===== config.mk =====
export PLATFORM = sky130hd
export DESIGN_NAME = svreal_mac_pipe
export DESIGN_NICKNAME = d
export VERILOG_FILES = /design/src/rtl/svreal_mac_pipe.sv
export SDC_FILE = /design/constraint.sdc
export NUM_CORES = 1
export LEC_CHECK = 0
export CORE_ASPECT_RATIO = 1.1
export CORE_MARGIN = 2
export CORE_UTILIZATION = 54
export CTS_BUF_LIST = sky130_fd_sc_hd__clkbuf_8
export CTS_CLUSTER_SIZE = 16
export DETAILED_ROUTE_END_ITERATION = 16
export DONT_BUFFER_PORTS = 1
export PLACE_DENSITY = 0.77
export SETUP_SLACK_MARGIN = 0.5
export SLEW_MARGIN = 20
export SYNTH_ARGS = -nofsm -noshare
export SYNTH_HDL_FRONTEND = slang
export SYNTH_SLANG_ARGS = --single-unit

===== constraint.sdc =====
create_clock -name clk -period 13.9 [get_ports clk]
set_input_delay 4.17 -clock clk [delete_from_list [all_inputs] [get_ports clk]]
set_output_delay 4.17 -clock clk [all_outputs]
set_load 0.02 [all_outputs]

===== src/rtl/svreal_mac_pipe.sv =====
// svreal_mac_pipe
// ---------------------------------------------------------------------------
// Pipelined fixed-point multiply-accumulate for "svreal" style signed values.
// Every accepted beat contributes a_value*b_value to a running accumulator.
// The accumulation closes either on a beat flagged in_last or when max_count
// terms have been summed, and the finished sum is presented on out_*.
//
// Real-number interpretation:
//   a real   = a_value   * 2^a_exponent
//   b real   = b_value   * 2^b_exponent
//   out real = out_value * 2^acc_exponent
//
// Pipeline: stage 1 registers the full-width product, stage 2 aligns it to
// the accumulator exponent, adds it and, on close, loads the output registers.
// A stalled output (out_valid && !out_ready) freezes the whole pipe.
//
// Ports:
//   clk, rst            - rising-edge clock, synchronous active-high reset
//   in_valid/in_ready   - input handshake; in_ready is combinational
//   a_value, b_value    - signed fixed-point operands
//   in_last             - beat is the final term of this accumulation
//   out_valid/out_ready - output handshake
//   out_value           - signed accumulated sum at acc_exponent
//   out_count           - number of terms in the result
//   out_sat             - saturation/wrap happened during this accumulation
//   out_overrun         - accumulation closed by max_count, not by in_last
// ---------------------------------------------------------------------------
module svreal_mac_pipe #(
    parameter int a_width      = 16,
    parameter int a_exponent   = -8,
    parameter int b_width      = 16,
    parameter int b_exponent   = -8,
    parameter int acc_width    = 32,
    parameter int acc_exponent = -16,
    parameter int sat_en       = 1,
    parameter int max_count    = 16
) (
    input  logic                               clk,
    input  logic                               rst,
    input  logic                               in_valid,
    output logic                               in_ready,
    input  logic signed [a_width-1:0]          a_value,
    input  logic signed [b_width-1:0]          b_value,
    input  logic                               in_last,
    output logic                               out_valid,
    input  logic                               out_ready,
    output logic signed [acc_width-1:0]        out_value,
    output logic [$clog2(max_count+1)-1:0]     out_count,
    output logic                               out_sat,
    output logic                               out_overrun
);

    localparam int prod_width   = a_width + b_width;
    localparam int lshift       = a_exponent + b_exponent - acc_exponent;
    localparam int lshift_left  = (lshift > 0) ? lshift : 0;
    localparam int lshift_right = (lshift < 0) ? -lshift : 0;
    // Wide enough to hold the left-shifted product and any accumulator value,
    // so the fit check below never loses information.
    localparam int ext_width    = prod_width + lshift_left + acc_width;
    localparam int cnt_width    = $clog2(max_count + 1);

    localparam logic signed [acc_width-1:0] acc_max = {1'b0, {(acc_width-1){1'b1}}};
    localparam logic signed [acc_width-1:0] acc_min = {1'b1, {(acc_width-1){1'b0}}};
    localparam logic [cnt_width-1:0]        max_cnt = cnt_width'(max_count);

    logic                          advance;
    logic signed [prod_width-1:0]  product;

    logic                          s1_valid;
    logic                          s1_last;
    logic signed [prod_width-1:0]  s1_prod;

    logic signed [acc_width-1:0]   acc;
    logic [cnt_width-1:0]          count;
    logic                          sat;

    logic signed [ext_width-1:0]   aligned_wide;
    logic                          align_fits;
    logic signed [acc_width-1:0]   aligned;
    logic [acc_width:0]            sum_wide;
    logic                          sum_ovf;
    logic signed [acc_width-1:0]   acc_next;
    logic [cnt_width-1:0]          count_next;
    logic                          sat_next;
    logic                          hit_max;
    logic                          close;

    // The whole pipe moves together: it only stalls when a finished result is
    // waiting and nobody is taking it. Input acceptance follows directly.
    always_comb begin
        advance  = !(out_valid && !out_ready);
        in_ready = advance;
        product  = prod_width'(a_value) * prod_width'(b_value);
    end

    // Stage-2 datapath. The product is first shifted onto the accumulator's
    // binary point (an arithmetic right shift gives floor rounding), then
    // range-checked against acc_width before being added. The add is done one
    // bit wider so overflow is visible as a disagreement of the two top bits.
    // Either overflow marks the accumulation as saturated (or wrapped).
    always_comb begin
        aligned_wide = (ext_width'(s1_prod) <<< lshift_left) >>> lshift_right;
        align_fits   = (aligned_wide == ext_width'(signed'(aligned_wide[acc_width-1:0])));

        aligned = aligned_wide[acc_width-1:0];
        if (!align_fits && (sat_en != 0)) begin
            aligned = aligned_wide[ext_width-1] ? acc_min : acc_max;
        end

        sum_wide = {acc[acc_width-1], acc} + {aligned[acc_width-1], aligned};
        sum_ovf  = (sum_wide[acc_width] != sum_wide[acc_width-1]);

        acc_next = sum_wide[acc_width-1:0];
        if (sum_ovf && (sat_en != 0)) begin
            acc_next = sum_wide[acc_width] ? acc_min : acc_max;
        end

        sat_next   = sat || !align_fits || sum_ovf;
        count_next = count + cnt_width'(1);
        hit_max    = (count_next == max_cnt);
        close      = s1_valid && (s1_last || hit_max);
    end

    // All state registers. Reset wins over everything and throws away any
    // partial sum or pending result. When the pipe advances, stage 1 captures
    // the new beat (or goes empty), stage 2 folds the stage-1 term into the
    // accumulator, and a closing term hands the final values to the outputs
    // while restarting the accumulator from zero on the same edge. out_valid
    // follows close on every advance, which both consumes the old result and
    // presents a new one when they coincide.
    always_ff @(posedge clk) begin
        if (rst) begin
            s1_valid    <= 1'b0;
            s1_last     <= 1'b0;
            s1_prod     <= '0;
            acc         <= '0;
            count       <= '0;
            sat         <= 1'b0;
            out_valid   <= 1'b0;
            out_value   <= '0;
            out_count   <= '0;
            out_sat     <= 1'b0;
            out_overrun <= 1'b0;
        end else if (advance) begin
            s1_valid <= in_valid;
            if (in_valid) begin
                s1_prod <= product;
                s1_last <= in_last;
            end

            if (s1_valid) begin
                if (close) begin
                    out_value   <= acc_next;
                    out_count   <= count_next;
                    out_sat     <= sat_next;
                    out_overrun <= hit_max && !s1_last;
                    acc         <= '0;
                    count       <= '0;
                    sat         <= 1'b0;
                end else begin
                    acc   <= acc_next;
                    count <= count_next;
                    sat   <= sat_next;
                end
            end

            out_valid <= close;
        end
    end

endmodule

# Word-level counts from Yosys, hierarchy flattened
# Index checks and enable logic that the tools add are counted.
[totals]
elab_cells = 33
register_bits = 112
inputBits = 37
out_inout_bits = 41
[op_classes]
mux = 5
multipliers = 1
n_addsub = 2
eq_ne = 2
bitwise_logic = 1
reduce_logical = 11
[ops]
columns = ["op", "n"]
rows = [
  ["$mux 32", 3],
  ["$add 32x32->33", 1],
  ["$mul 16x16->32", 1],
  ["$add 5x1->5 const B", 1],
  ["$eq 5x5->1 const B", 1],
  ["$mux 5", 1],
  ["$reduce_and 2->1", 2],
  ["$logic_and 1x1->1", 3],
  ["$logic_not 1->1", 3],
  ["$reduce_and 3->1", 1],
  ["$logic_or 1x1->1", 2],
  ["$mux 1", 1],
  ["$ne 1x1->1", 1],
  ["$not 1->1", 1],
]

# Longest topological paths before layout
# Gate-level depths: netlist of the first run.
[logic_depth]
ltp_word = 5
depth_mapped = 23
mapped_depth_nobuf = 22

# Worst setup path before layout of the first run
# OpenSTA, ideal clock, no wires.
[synth_timing]
path_kind = "input to register"
start = "input port b_value[1]"
end = "register s1_prod[30]"
required_ps = 13805
arrival_ps = 9850
slack_ps = 3955
n_path_buf = 1
cell_stages = 20
setup_ps = 95
path_cell_list = "clkbuf_1 -> nand2_1 -> inv_1 -> fa_1 -> fa_1 -> inv_1 -> fa_1 -> fa_1 -> fa_1 -> fa_1 -> inv_1 -> ha_1 -> a21o_1 -> a21oi_1 -> o21ai_0 -> o41a_1 -> a41o_1 -> o31ai_2 -> o21ai_0 -> o311ai_1"
[synth_between]
elab_chain_len = 1
[synth_lines]
columns = ["item", "line", "rtl"]
rows = [
  ["start: declaration", "43", "input logic signed [b_width-1:0] b_value,"],
  ["$mul 16x16->32", "93", "product = prod_width'(a_value) * prod_width'(b_value);"],
  ["end signal: assignment", "147", "s1_prod <= product;"],
  ["end: declaration", "71", "logic signed [prod_width-1:0] s1_prod;"],
]
# Every way passes these cells.
# A chain may end at the register's enable or synchronous reset.

# Worst setup path in the final report of the first run
[layout_timing]
start = "input port a_value[15]"
end = "register s1_prod[30]"
[layout_between]
elab_chain_len = 1
[layout_lines]
columns = ["item", "line", "rtl"]
rows = [
  ["start: declaration", "42", "input logic signed [a_width-1:0] a_value,"],
  ["$mul 16x16->32", "93", ""],
]
# Every way passes these cells.

==> impl_metrics.csv, run 1 <==
group,metric,value,unit
setup_path,endpoint_kind,"flip-flop",
setup_path,path_cells,"nand2_1 -> inv_1 -> fa_1 -> fa_1 -> inv_1 -> fa_1 -> fa_1 -> fa_1 -> fa_1 -> inv_1 -> ha_1 -> a21o_1 -> a21oi_1 -> o21ai_0 -> o41a_1 -> a41o_1 -> o31ai_2 -> o21ai_0 -> o311ai_1",
global_route,grt_max_degree,63,
setup_path,startpoint,"a_value[15]",
sta,worstMarginPinSlew,1.07,ns
placed_design,port_buffers,0,
global_route,grt_usage,23.7,%
sta,finalCritPeriodShare,69.3,%
setup_path,cp.arrival,9.94,ns
sta,fmax,104,MHz
layout,num_antenna_cells,0,
global_route,antenna_found_initial,0,
logic_synthesis,synth.distinct_cells,72,
layout,stdcell_count,2098,
placed_design,dp.cells,2082,
die,dieArea,30400,µm²
drt,antenna_left,0,
clock_network,clockBufferDepth,2,
setup_path,cp.depth,19,
setup_path,max_stage_delay,0.83,ns
sta,fin_crit,9.64,ns
setup_path,cp_slowest_cell,"fa_1",
clock_network,ctsHtreeMaxLevel,3,
setup_path,r2r-end,"out_value[2]",
setup_path,cp_top_family,"adder cells",
worst_hold_path,hold_path.class,"flip-flop to flip-flop",
layout,drive_gt1_share,2.89,%
logic_synthesis,synthCells,1788,
layout,area_delta_synth_final,2.54,%
die,fp.coreArea,28600,µm²
setup_path,startpoint_type,"input pin",
logic_synthesis,yosys_warnings,0,
setup_path,cp_data_required_time,14.20,ns
clock_network,cts_tree,"built",
die,rows,65,
clock_network,cts.sinks,112,
sta,maxSlewHeadroom,28.4,%
logic_synthesis,ys_seq_area_share,14.3,%
logic_synthesis,syn_nets,2206,
logic_synthesis,ys.flop_type,"dfxtp_1",
drt,wl_per_cell,16.7,µm
job,max-cap-violations,0,
sta,finalSetupTns,0,ns
logic_synthesis,async_flop_share,0,%
layout,n_fill_cell,2570,
die,dieWidth,166,µm
die,io_pins,78,
setup_path,reg2reg_from,"s1_prod[0]",
sta,finalHoldViolCount,0,
logic_synthesis,avgSynthCellArea,8.75,µm²
setup_path,r2r_slack,9.15,ns
layout,final_util,56.1,%
placed_design,place_congestion,0.918,
die,die_h,183,µm
status,outcome,"finished, final reports clean",
logic_synthesis,synth_area,15700,µm²
setup_path,crit_fanout,16,
logic_synthesis,synth-seq-cells,112,
placed_design,hpwl,28300,µm
drt,drc,0,
setup_path,worst-setup-path-type,"input pin to flip-flop",
setup_path,crit_path_end,"s1_prod[30]",
sta,setup_violations,0,
drt,routed-via-count,11600,
setup_path,crit_buf_inv,3,
drt,drt_iter0_drc,770,
sta,maxSlewViolCount,0,
clock_network,clkLatencyLatePin,0.39,ns
logic_synthesis,synth_edf_count,0,
global_route,first_global_vias,12200,
layout,nets,2143,
clock_network,root_buffer,"clkbuf_8",
clock_network,cts_setup_buffers,0,
clock_network,postCtsHoldBufs,0,
drt,avgViaCountPerCell,5.55,
die,initial_utilization,54.7,%
drt,firstDrtPassIters,5,
clock_network,postCtsResizedCells,0,
setup_path,critical_path.most_common_cell,"fa_1",
drt,wirelength,35000,µm
clock_network,cts.clk_slew.worst_paths,0.10,ns
clock_network,cts_buffers,9,
global_route,grt_overflow,0,
global_route,grt_pass1_wl,59500,µm
sta,skew,0.0106,ns
setup_path,r2r_cells,17,
sta,rsz0062_at_grt,"false",
-- sequential cells by signal, summed over array words and instances (netlist names) --
register     count
acc             32
out_value       32
s1_prod         32
count            5
out_count        5
out_overrun      1
out_sat          1
out_valid        1
s1_last          1
s1_valid         1
sat              1
-- synth_stat cells, types with 16 or more instances --
cell | n | area (µm²)
and2_1 | 130 | 813
clkbuf_1 | 57 | 214
xor2_1 | 16 | 140
a211oi_1 | 19 | 143
nand2_1 | 234 | 878
xnor2_1 | 44 | 385
ha_1 | 118 | 1480
a21o_1 | 32 | 240
nand3_1 | 27 | 135
nor2_1 | 67 | 251
a21oi_1 | 102 | 510
o21ai_0 | 54 | 270
o21ai_1 | 21 | 105
nor3_1 | 28 | 140
fa_1 | 263 | 5270
inv_1 | 304 | 1140
nand2b_1 | 18 | 113
dfxtp_1 | 112 | 2240
-- cell families after synthesis --
family	Yosys count	synth area share, %
simple gates	538	16.3
buf+inv	380	9.42
fa+ha+maj	381	43.1
mux	5	0.328
xor+xnor	60	3.36
compound gates	312	13.2
flops	112	14.3
-- area by class of cell --
| cell class | instances | area (µm²) | area share, % |
|---|---|---|---|
| multi-input cells | 1296 | 11900 | 74.4 |
| well taps | 368 | 460 | 2.87 |
| clock buffers | 10 | 138 | 0.858 |
| clock inverters | 6 | 114 | 0.709 |
| repair buffers | 2 | 15.0 | 0.0936 |
| inverters | 304 | 1140 | 7.11 |
| flip-flops and latches | 112 | 2240 | 14.0 |
-- layer usage --
| metal | share of wire, % | vias up | global-route usage (%) |
|---|---|---|---|
| met5 | 0 | - | 0 |
| met3 | 5.8 | 52 | 3.93 |
| met1 | 45 | 5721 | 32.2 |
| li1 | - | 5502 | - |
| met4 | 1.6 | 0 | 5.59 |
| met2 | 48 | 359 | 40.1 |
-- placed cells by master, fill, tap and decap left out, types with 27 or more instances in the layout --
cell and instances:
a21o_1 32, a21oi_1 102, and2_1 129, dfxtp_1 112
fa_1 263, ha_1 118, inv_1 304, nand2_1 234
nand3_1 27, nor2_1 66, nor3_1 28, o21ai_0 54
xnor2_1 44
-- worst reg2reg max path: stages, from the launching register on --
cell and delay (ns):
dfxtp_1 0.37, ha_1 0.22, inv_1 0.07, fa_1 0.39
nand2b_1 0.19, a21oi_1 0.21, o21ai_1 0.18, o21ai_4 0.30
a21o_1 0.25, a21oi_1 0.09, or2_2 0.32, ha_1 0.63
nand2_1 0.16, nor2_1 0.05, nand3_1 0.10, and2_1 0.47
o21ai_0 0.35, o211a_1 0.30
-- per-stage QoR --
| stage | cell area, µm² | setup slack, ns | hold WS, ns |
|---|---|---|---|
| after floorplan | 15700 | 3.95 | 0.427 |
| after global placement | 15800 | 3.94 | 0.441 |
| after detailed placement | 15800 | 3.84 | 0.447 |
| after CTS | 16000 | 4.27 | 0.462 |
| after global routing | 16000 | 3.97 | 0.484 |
| final | 16000 | 4.26 | 0.462 |
-- worst min path at each step --
| stage | start | end | cells past startpoint | slack [ns] |
|---|---|---|---|---|
| 2_1_floorplan | acc[3] | acc[3] | 2 | 0.43 |
| 3_3_place_gp | acc[29] | acc[29] | 2 | 0.44 |
| 3_5_place_dp | s1_prod[4] | s1_prod[4] | 2 | 0.45 |
| 4_1_cts | s1_prod[4] | s1_prod[4] | 2 | 0.46 |
| 5_1_grt | s1_prod[15] | s1_prod[15] | 2 | 0.48 |
| 6_report | s1_prod[4] | s1_prod[4] | 2 | 0.46 |
Power of run 1 is left out: the tool's default activity adds up to more than one toggle a clock period on the data nets, which glitch-free logic cannot reach.
==> run 2: changes to the inputs <==
==> constraint.sdc (replaced) <==
create_clock -name clk -period 9.2 [get_ports clk]
set_input_delay 2.76 -clock clk [delete_from_list [all_inputs] [get_ports clk]]
set_output_delay 2.76 -clock clk [all_outputs]
set_load 0.02 [all_outputs]
==> impl_metrics.csv, run 2 (synthesis gave the netlist of run 1 again) <==
group,metric,value,unit
status,outcome,"finished, final reports clean",
layout,nets,2144,
layout,area_delta_synth_final,2.73,%
sta,finalSetupTns,0,ns
layout,drive_gt1_share,2.95,%
clock_network,clkLatencyLatePin,0.39,ns
clock_network,cts_setup_buffers,0,
setup_path,crit_fanout,16,
drt,wirelength,34700,µm
die,dieArea,30400,µm²
layout,largestRegisters,"acc x32, out_value x32, s1_prod x32",
placed_design,hpwl,28400,µm
die,fp.coreArea,28600,µm²
drt,drt_iter0_drc,797,
drt,routed-via-count,11600,
drt,drc,0,
die,rows,65,
drt,antenna_left,0,
sta,skew,0.0101,ns
layout,num_antenna_cells,0,
placed_design,port_buffers,0,
clock_network,cts.sinks,112,
sta,rsz0062_at_grt,"false",
clock_network,cts.clk_slew.worst_paths,0.10,ns
clock_network,postCtsResizedCells,0,
sta,maxSlewViolCount,0,
drt,firstDrtPassIters,6,
sta,fin_crit,8.29,ns
die,io_pins,78,
clock_network,postCtsHoldBufs,0,
global_route,grt_overflow,0,
worst_hold_path,hold_path.class,"flip-flop to flip-flop",
setup_path,endpoint_kind,"flip-flop",
job,max-cap-violations,0,
clock_network,clockBufferDepth,2,
sta,worstMarginPinSlew,1.10,ns
die,initial_utilization,54.7,%
sta,finalCritPeriodShare,90.1,%
setup_path,cp.arrival,8.58,ns
sta,setup_violations,0,
sta,maxSlewHeadroom,26.3,%
global_route,grt_max_degree,63,
global_route,antenna_found_initial,0,
layout,mostFrequentLayoutCells,"304 x inv_1, 263 x fa_1, 234 x nand2_1, 129 x and2_1, 118 x ha_1",
die,die_h,183,µm
sta,fmax,121,MHz
global_route,first_global_vias,12100,
drt,wl_per_cell,16.5,µm
setup_path,worst-setup-path-type,"input pin to flip-flop",
die,dieWidth,166,µm
global_route,grt_usage,23.4,%
sta,finalHoldViolCount,0,
clock_network,ctsHtreeMaxLevel,3,
setup_path,startpoint_type,"input pin",
drt,avgViaCountPerCell,5.53,
clock_network,cts_tree,"built",
global_route,grt_pass1_wl,59000,µm
clock_network,cts_buffers,9,
setup_path,cp_data_required_time,9.49,ns
clock_network,root_buffer,"clkbuf_8",
placed_design,place_congestion,0.918,
layout,final_common_cell,"inv_1",
## run 2: cell count changes in the layout (fill, tap and decap cells not counted)
cell        before  now
clkbuf_8        10    9
bufinv_16        3    4
clkinv_2         0    1
clkinvlp_4       2    1
buf_8            0    1
## run 2: critical path: stages
cell	delay (ns)
nand2_1	0.09
inv_1	0.09
fa_1	0.64
fa_1	0.84
inv_1	0.16
fa_1	0.53
fa_1	0.57
fa_1	0.42
fa_1	0.49
inv_1	0.04
ha_1	0.34
a21o_1	0.23
a21oi_1	0.14
o21ai_0	0.11
o41a_1	0.38
a41o_1	0.24
o31ai_2	0.07
o21ai_0	0.17
o311ai_1	0.27
## run 2: layout make-up
class / count / area (µm²)
Multi-Input combinational cell: 1296 / 11900
Clock inverter: 7 / 141
Clock buffer: 9 / 124
Tap cell: 368 / 460
Fill cell: 2561 / 12600
Timing Repair Buffer: 3 / 30.0
Sequential cell: 112 / 2240
Inverter: 304 / 1140
## run 2: path summary, 6_finish.rpt
check              startpoint     endpoint  slack, ns  depth (start not counted)
setup reg to reg   s1_prod[0]       acc[2]       4.38                         17
hold reg to reg   s1_prod[18]  s1_prod[18]       0.46                          2
hold / removal    s1_prod[18]  s1_prod[18]       0.46                          2
setup / recovery  a_value[15]  s1_prod[30]       0.91                         19
## run 2: through the flow
| step | area (µm²) | utilization [%] | setup WS (ns) | instances | hold slack [ns] |
|---|---|---|---|---|---|
| 6_report | 16100 | 56.2 | 0.912 | 2099 | 0.463 |
| 4_1_cts | 16100 | 56.1 | 0.875 | 2098 | 0.464 |
| 5_1_grt | 16100 | 56.2 | 0.574 | 2099 | 0.485 |
| 2_1_floorplan | 15700 | - | 0.665 | 1788 | 0.427 |
| 3_3_place_gp | 15800 | 55.2 | 0.645 | 2082 | 0.441 |
| 3_5_place_dp | 15800 | 55.2 | 0.473 | 2082 | 0.449 |
## run 2: routing by layer
layer	track usage, %	wire length [µm]
met1	32.5	15600
met4	4.17	313
met3	3.36	1990
met2	39.7	16800
met5	0	0
Power of run 2 is left out for the same reason.
==> run 3: changes to the inputs <==
--- a/config.mk
+++ b/config.mk
@@ -5,6 +5,7 @@
 export SDC_FILE = /design/constraint.sdc
 export NUM_CORES = 1
 export LEC_CHECK = 0
+export ABC_CLOCK_PERIOD_IN_PS = 9200
 export CORE_ASPECT_RATIO = 1.1
 export CORE_MARGIN = 2
 export CORE_UTILIZATION = 54
@@ -18,3 +19,4 @@
 export SYNTH_ARGS = -nofsm -noshare
 export SYNTH_HDL_FRONTEND = slang
 export SYNTH_SLANG_ARGS = --single-unit
+export TNS_END_PERCENT = 5
==> results of run 3 <==
Same layout as run 2: the final DEF is identical, and so are final timing and power.
Power of run 3 is left out for the same reason.
